==> src/rtl/irq_req_latch_pkg.sv <==
// ============================================================================
// Module : irq_req_latch_pkg
// Brief  : Shared state encoding, default widths and width check helper.
// Rev    : 1.0
// ============================================================================
`default_nettype none

package irq_req_latch_pkg;

  localparam int N_DEF    = 8;
  localparam int IDXW_DEF = 3;

  typedef enum logic [1:0] {
    IDLE  = 2'd0,
    OFFER = 2'd1,
    BUSY  = 2'd2
  } state_t;

  function automatic bit width_ok(input int n, input int idxw);
    return idxw == $clog2(n);
  endfunction

endpackage

`default_nettype wire

==> src/rtl/irq_edge_capture.sv <==
// ============================================================================
// Module : irq_edge_capture
// Brief  : Request edge/level capture into a pending register with clear and
//          sticky overflow detection.
// Rev    : 1.0
// ============================================================================
`default_nettype none

module irq_edge_capture #(
  parameter int N    = 8,
  parameter int IDXW = 3,
  parameter int EDGE = 1
) (
  input  logic            clk,
  input  logic            rst,
  input  logic [N-1:0]    irq_in,
  input  logic            clr_en,
  input  logic [IDXW-1:0] clr_idx,
  output logic [N-1:0]    pending,
  output logic            overflow
);

  logic [N-1:0] irq_d;
  logic [N-1:0] rise;
  logic [N-1:0] set_vec;
  logic [N-1:0] clr_vec;

  assign rise = irq_in & ~irq_d;

  always_comb begin
    clr_vec = '0;
    if (clr_en) clr_vec[clr_idx] = 1'b1;
  end

  // Set is OR'd after the clear so a simultaneous new event survives.
  always_ff @(posedge clk) begin
    if (rst) begin
      irq_d   <= '0;
      pending <= '0;
    end else begin
      irq_d   <= irq_in;
      pending <= (pending & ~clr_vec) | set_vec;
    end
  end

  if (EDGE != 0) begin : g_edge
    assign set_vec = rise;

    always_ff @(posedge clk) begin
      if (rst)
        overflow <= 1'b0;
      else if (|(rise & pending & ~clr_vec))
        overflow <= 1'b1;
    end
  end else begin : g_level
    assign set_vec  = irq_in;
    assign overflow = 1'b0;
  end

endmodule

`default_nettype wire

==> src/rtl/irq_req_latch.sv <==
// ============================================================================
// Module : irq_req_latch
// Brief  : Request capture, masked snapshot and valid/ready offer to the
//          priority encoder, with per-line clear on service completion.
// Rev    : 1.0
// ============================================================================
`default_nettype none

module irq_req_latch
  import irq_req_latch_pkg::*;
#(
  parameter int N    = N_DEF,
  parameter int IDXW = IDXW_DEF,
  parameter int EDGE = 1
) (
  input  logic            clk,
  input  logic            rst,
  input  logic [N-1:0]    irq_in,
  input  logic [N-1:0]    irq_mask,
  output logic [N-1:0]    req_vec,
  output logic            req_valid,
  input  logic            req_ready,
  input  logic            done,
  input  logic [IDXW-1:0] done_idx,
  output logic [N-1:0]    pending,
  output logic            overflow
);

  localparam bit WIDTH_OK = width_ok(N, IDXW);

  if (!WIDTH_OK) begin : g_width_bad
    $error("irq_req_latch: IDXW must equal clog2(N)");
  end

  state_t       state;
  state_t       state_nxt;
  logic [N-1:0] vec_nxt;
  logic         clr_en;

  // Only a completion seen while servicing may retire a pending bit.
  assign clr_en = (state == BUSY) && done;

  irq_edge_capture #(
    .N    (N),
    .IDXW (IDXW),
    .EDGE (EDGE)
  ) u_capture (
    .clk      (clk),
    .rst      (rst),
    .irq_in   (irq_in),
    .clr_en   (clr_en),
    .clr_idx  (done_idx),
    .pending  (pending),
    .overflow (overflow)
  );

  always_comb begin
    state_nxt = state;
    vec_nxt   = req_vec;
    case (state)
      IDLE: begin
        if (|(pending & irq_mask)) begin
          state_nxt = OFFER;
          vec_nxt   = pending & irq_mask;
        end
      end
      OFFER: begin
        if (req_ready) state_nxt = BUSY;
      end
      BUSY: begin
        if (done) state_nxt = IDLE;
      end
      default: state_nxt = IDLE;
    endcase
  end

  always_ff @(posedge clk) begin
    if (rst) begin
      state     <= IDLE;
      req_vec   <= '0;
      req_valid <= 1'b0;
    end else begin
      state     <= state_nxt;
      req_vec   <= vec_nxt;
      req_valid <= (state_nxt == OFFER);
    end
  end

endmodule

`default_nettype wire

==> config.mk <==
export PLATFORM = sky130hd
export DESIGN_NAME = irq_req_latch
export DESIGN_NICKNAME = d
export VERILOG_FILES = /design/src/rtl/irq_req_latch_pkg.sv /design/src/rtl/irq_edge_capture.sv /design/src/rtl/irq_req_latch.sv
export SDC_FILE = /design/constraint.sdc
export NUM_CORES = 1
export LEC_CHECK = 0
export CAP_MARGIN = 20
export CORE_MARGIN = 1.5
export CORE_UTILIZATION = 39
export DETAILED_ROUTE_END_ITERATION = 10
export PLACE_DENSITY = 0.72
export SLEW_MARGIN = 20
export SYNTH_ARGS = -nofsm -noshare
export SYNTH_HDL_FRONTEND = slang
export SYNTH_SLANG_ARGS = --single-unit
==> constraint.sdc <==
create_clock -name clk -period 2 [get_ports clk]
set_input_delay 0.5 -clock clk [delete_from_list [all_inputs] [get_ports clk]]
set_output_delay 0.5 -clock clk [all_outputs]
set_load 0.05 [all_outputs]
# Word level (Yosys, flattened, before mapping)
# Index checks and enable logic that the tools add are counted.
[totals]
regBits = 28
inputBits = 23
out_inout_bits = 18
[op_classes]
n_lt_le_gt_ge = 2
eq_ne = 3
n_mux = 7
bitwise = 8
n_reduce_logical = 6
[ops]
columns = ["operator", "count"]
rows = [
  ["8-bit AND", 5],
  ["8-bit NOT", 2],
  ["8-bit OR reduction", 2],
  ["8-bit two-way mux", 1],
  ["8-bit OR", 1],
  ["2-bit two-way mux", 3],
  ["2-bit one-hot mux with 3 select lines", 1],
  ["2-bit by 1-bit == test with 1-bit output, second input constant", 2],
  ["3-bit by 4-bit less-than comparator with 1-bit output, second input constant", 1],
  ["1-bit demux with 3-bit select", 1],
  ["3-bit by 1-bit greater-or-equal comparator with 1-bit output, second input constant", 1],
  ["2-bit == test, second input constant", 1],
  ["1-bit logical AND", 2],
  ["2-bit logical NOT", 1],
  ["2-bit AND reduction", 1],
  ["1-bit two-way mux", 1],
]

# Logic depth before layout (Yosys ltp)
[logic_depth]
depth_word = 8
depth_mapped = 5
ltp_nobuf = 5

# Hierarchy
# From an unflattened synthesis, not the netlist that was laid out.
[hier_totals]
hier_cells = 116
area_unflattened_um2 = 1101.1
[by_module_without_submodules]
columns = ["module", "n_inst", "cells_each", "area_each_um2", "seq_area_each_um2"]
rows = [
  ["irq_edge_capture", 1, 64, 628.1, 340.3],
  ["irq_req_latch", 1, 52, 473.0, 220.2],
]

# Least setup slack after synthesis
# Ideal clock, no wire load.
[synth_timing]
kind = "register to register"
startpoint = "register u_capture.pending[4]"
endpoint = "register req_vec[0]"
setup_time_ps = 128
arrival_ps = 2065
required_time_ps = 1872
slack_ps = -193
path_stages_with_launch = 6
period_less_slack_ps = 2193
cell_sequence = "dfxtp_1 > and2_4 > or4_4 > o41ai_4 > mux2i_1 > nor2_1"
[synth_between]
elab_chain_cells = 3
[synth_lines]
columns = ["element", "line_no", "source"]
rows = [
  ["from (decl)", "irq_edge_capture.sv:19", "output logic [N-1:0] pending,"],
  ["from (signal assigned)", "irq_edge_capture.sv:42", "pending <= (pending & ~clr_vec) | set_vec;"],
  ["8-bit AND", "irq_req_latch.sv:62", "if (|(pending & irq_mask)) begin"],
  ["8-bit OR reduction", "irq_req_latch.sv:62", ""],
  ["2-bit AND reduction (no line)", "n/a", ""],
  ["to (signal assigned)", "irq_req_latch.sv:84", "req_vec <= vec_nxt;"],
  ["to (decl)", "irq_req_latch.sv:20", "output logic [N-1:0] req_vec,"],
]
# Every way passes these cells.
# A chain may end at the register's enable or synchronous reset.

# Worst setup path after layout
[layout_timing]
startpoint = "input port irq_mask[0]"
endpoint = "register req_vec[0]"
[layout_between]
elab_chain_cells = 3
[layout_lines]
columns = ["element", "line_no", "source"]
rows = [
  ["from (decl)", "irq_req_latch.sv:19", "input logic [N-1:0] irq_mask,"],
  ["8-bit AND *", "irq_req_latch.sv:62, irq_req_latch.sv:64", ""],
  ["8-bit OR reduction", "irq_req_latch.sv:62", ""],
  ["2-bit AND reduction (no line)", "n/a", ""],
]
# Every way passes the cells marked *; elsewhere a longest branch is shown, timed or not.

==> impl_results.md <==
* Status: finished, final reports clean
* Post-synth top area cell: dfxtp_1
* Htree depth at 1
* Dpl hpwl at 2000 um
* Wire length per cell at 12.6 um
* Clock period minus worst slack at 1.92 ns
* Share of cells above drive strength 1 at 20.7%
* Syn Std Cell Area at 1120 um^2
* Fraction of registers with async set/reset at 0%
* Worst-margin pin slew at 0.506 ns
* Initial antenna violation count at 0
* Mapped Avg Cell Area at 9.46 um^2
* Fmax achieved at 521 MHz
* Yosys reg bits at 28
* Root buf cell: clkbuf_4
* First-pass GRT wire length at 4080 um
* 1st-pass router iterations at 4
* Largest net degree at the start of global routing at 17
* Sequential fraction of the synthesis area at 50.2%
* Final Hold Vio Count at 0
* FF/Latch Area at 564 um^2
* Most frequent cell after synthesis: dfxtp_1
* TritonCTS buffer count at 3
* Primary FF master, synth: dfxtp_1
* WL final at 2530 um
* RSZ-0062 raised after global routing: false
* CTS Sinks at 28
* DRT iter0 DRCs at 18
* Max cap viols at 0
* Syn nets at 141
* Warning count from the yosys run at 0
* Port Buf Inserts at 40
* Dpl cell area at 1590 um^2
* Remaining Overflow, GRT at 0
* Hold Crit Class: flop to flop
* WP data arrival at 2.15 ns
* DR vias/cell at 5.01
* Clk buf depth at 2
* Clk_lat worst skew at 0.33 ns
* Vias in the first global route at 1001
* Vias at 1002
* Skew final at 0.00548 ns
* Rel. slew slack at 66.2%
* PnR Total Power at 0.00134 W
* Most frequent cells after synthesis: dfxtp_1 (28), a21oi_1 (13), nand2_1 (13)
* Core area at 2730 um^2
* Max-slew violations at 0
* Mapped Cells at 118
* Design area at 1670 um^2
* Residual DRC count at 0
* Top area cells in the synthesized netlist: dfxtp_1 (50%), a21oi_1 (5.8%), nor2b_1 (5.6%), mux2i_1 (5.4%), nand2_1 (4.4%)
* Yosys top cell area share at 50.2%
* Total negative slack at 0 ns
* Worst vdd ir at 0.812 mV
* Rows at 19
* Nets at 193
* GRT Overall Usage at 16.2%
* Die ar. at 3190 um^2
* Initial Util at 40.8%
* Synth unique cells at 26
* Layout area overhead at 49.9%
* Ports at 41
* Worst EP required at 2.24 ns
* Crit Path Category: primary input to flop
* # fillers at 234
* Final setup violation count at 0
* Antenna cells at 0
* GPL Wtd Cong at 0.735
* Fin util at 61.2%
* Crit share post-route at 95.9%
* CP endpoint kind: flop
* Die X at 56.5 um
* Multi-input gate area at 548 um^2
* Antenna-violating nets left at 0
* Register clock-pin slew on the reported worst setup and hold paths at 0.14 ns
* Startpoint type of the worst setup path: primary input
* Worst-path maximum fanout at 5
* EDFF count, synth at 0
* Leak pwr at 0.794 nW
* Die Ht at 56.5 um
* P per Cell Area at 800 nW/um^2
* TritonCTS clock tree: yes
sequential cells by signal (all words and copies together) (netlist names):
| signal | count |
|---|---|
| req_valid | 1 |
| u_capture.irq_d | 8 |
| u_capture.overflow | 1 |
| u_capture.pending | 8 |
| req_vec | 8 |
| state | 2 |
critical path, cell delays in order:
cell,delay [ns]
clkdlybuf4s50_1,0.39
and2_1,0.15
or2_2,0.32
o41ai_4,0.36
buf_4,0.20
mux2i_1,0.18
nor2_1,0.05
cell families after synthesis:
family                 after synthesis  share of synthesized area, %
AND/OR/NAND/NOR                     60                          31.1
flip-flops                          28                          50.2
AO/OA/AOI/OAI                       20                          12.0
multiplexers                         6                          5.38
buffers and inverters                4                          1.34
final cells by class:
class / count / share of cell area [%]
sequential: 28 / 33.7
multi-input combinational: 86 / 32.8
timing repair buffer: 50 / 27.8
tap: 31 / 2.32
clock inverter: 1 / 1.80
clock buffer: 3 / 1.35
inverter: 1 / 0.224
worst paths after layout:
| path | slack (ns) | from | cells after the start | endpoint |
|---|---|---|---|---|
| max | 0.08 | irq_mask[0] | 7 | req_vec[0]$_SDFFE_PP0P_ |
| min | 0.47 | req_vec[3]$_SDFFE_PP0P_ | 2 | req_vec[3]$_SDFFE_PP0P_ |
| max reg2reg | 0.11 | u_capture.pending[1]$_SDFF_PP0_ | 6 | req_vec[0]$_SDFFE_PP0P_ |
| min reg2reg | 0.47 | req_vec[3]$_SDFFE_PP0P_ | 2 | req_vec[3]$_SDFFE_PP0P_ |
power breakdown:
part,internal [W],total [W],switching (W),leakage (nW)
clock network,0.000203,0.000368,0.000166,0.0279
registers,0.000599,0.000623,0.0000245,0.232
logic,0.000159,0.000347,0.000189,0.533
total,0.000960,0.00134,0.000379,0.794
timing repair:
action                                  in CTS  in global routing
endpoints found under the setup margin      12                  9
hold buffers                                 0                  0
buffers inserted                             0                  2
pin swaps                                    3                  4
gates resized for setup                      9                 10
cells in the final DEF (no fill, tap or decap), drive strengths merged, types with 2 or more instances in the layout:
master / netlist / layout
nor2: 8 / 8
nand2b: 7 / 7
o22ai: 3 / 3
and2: 8 / 8
nand3: 2 / 2
nor2b: 10 / 10
clkdlybuf4s50: 0 / 18
nand4b: 2 / 2
nand4: 2 / 2
buf: 1 / 18
dlymetal6s2s: 0 / 6
or3b: 2 / 2
nand2: 13 / 13
clkbuf: 2 / 3
dfxtp: 28 / 28
a21oi: 13 / 13
dlygate4sd2: 0 / 7
mux2i: 6 / 6
nor3b: 2 / 2
stage by stage:
| stage | std cells | setup slack [ns] | hold slack [ns] |
|---|---|---|---|
| CTS | 198 | 0.00101 | 0.485 |
| floorplan | 118 | -0.166 | 0.480 |
| detailed placement | 194 | -0.475 | 0.465 |
| global route | 200 | 0.0178 | 0.504 |
| finish | 200 | 0.0813 | 0.473 |
| global placement | 194 | -0.446 | 0.446 |
layer usage:
metal	up-vias	track usage (%)	wire length, um
met5	-	0	0
met2	24	30.7	1340
li1	508	-	-
met1	470	17.7	1070
met4	0	2.04	0
met3	0	5.30	120
(Power assumes the default switching activity.)
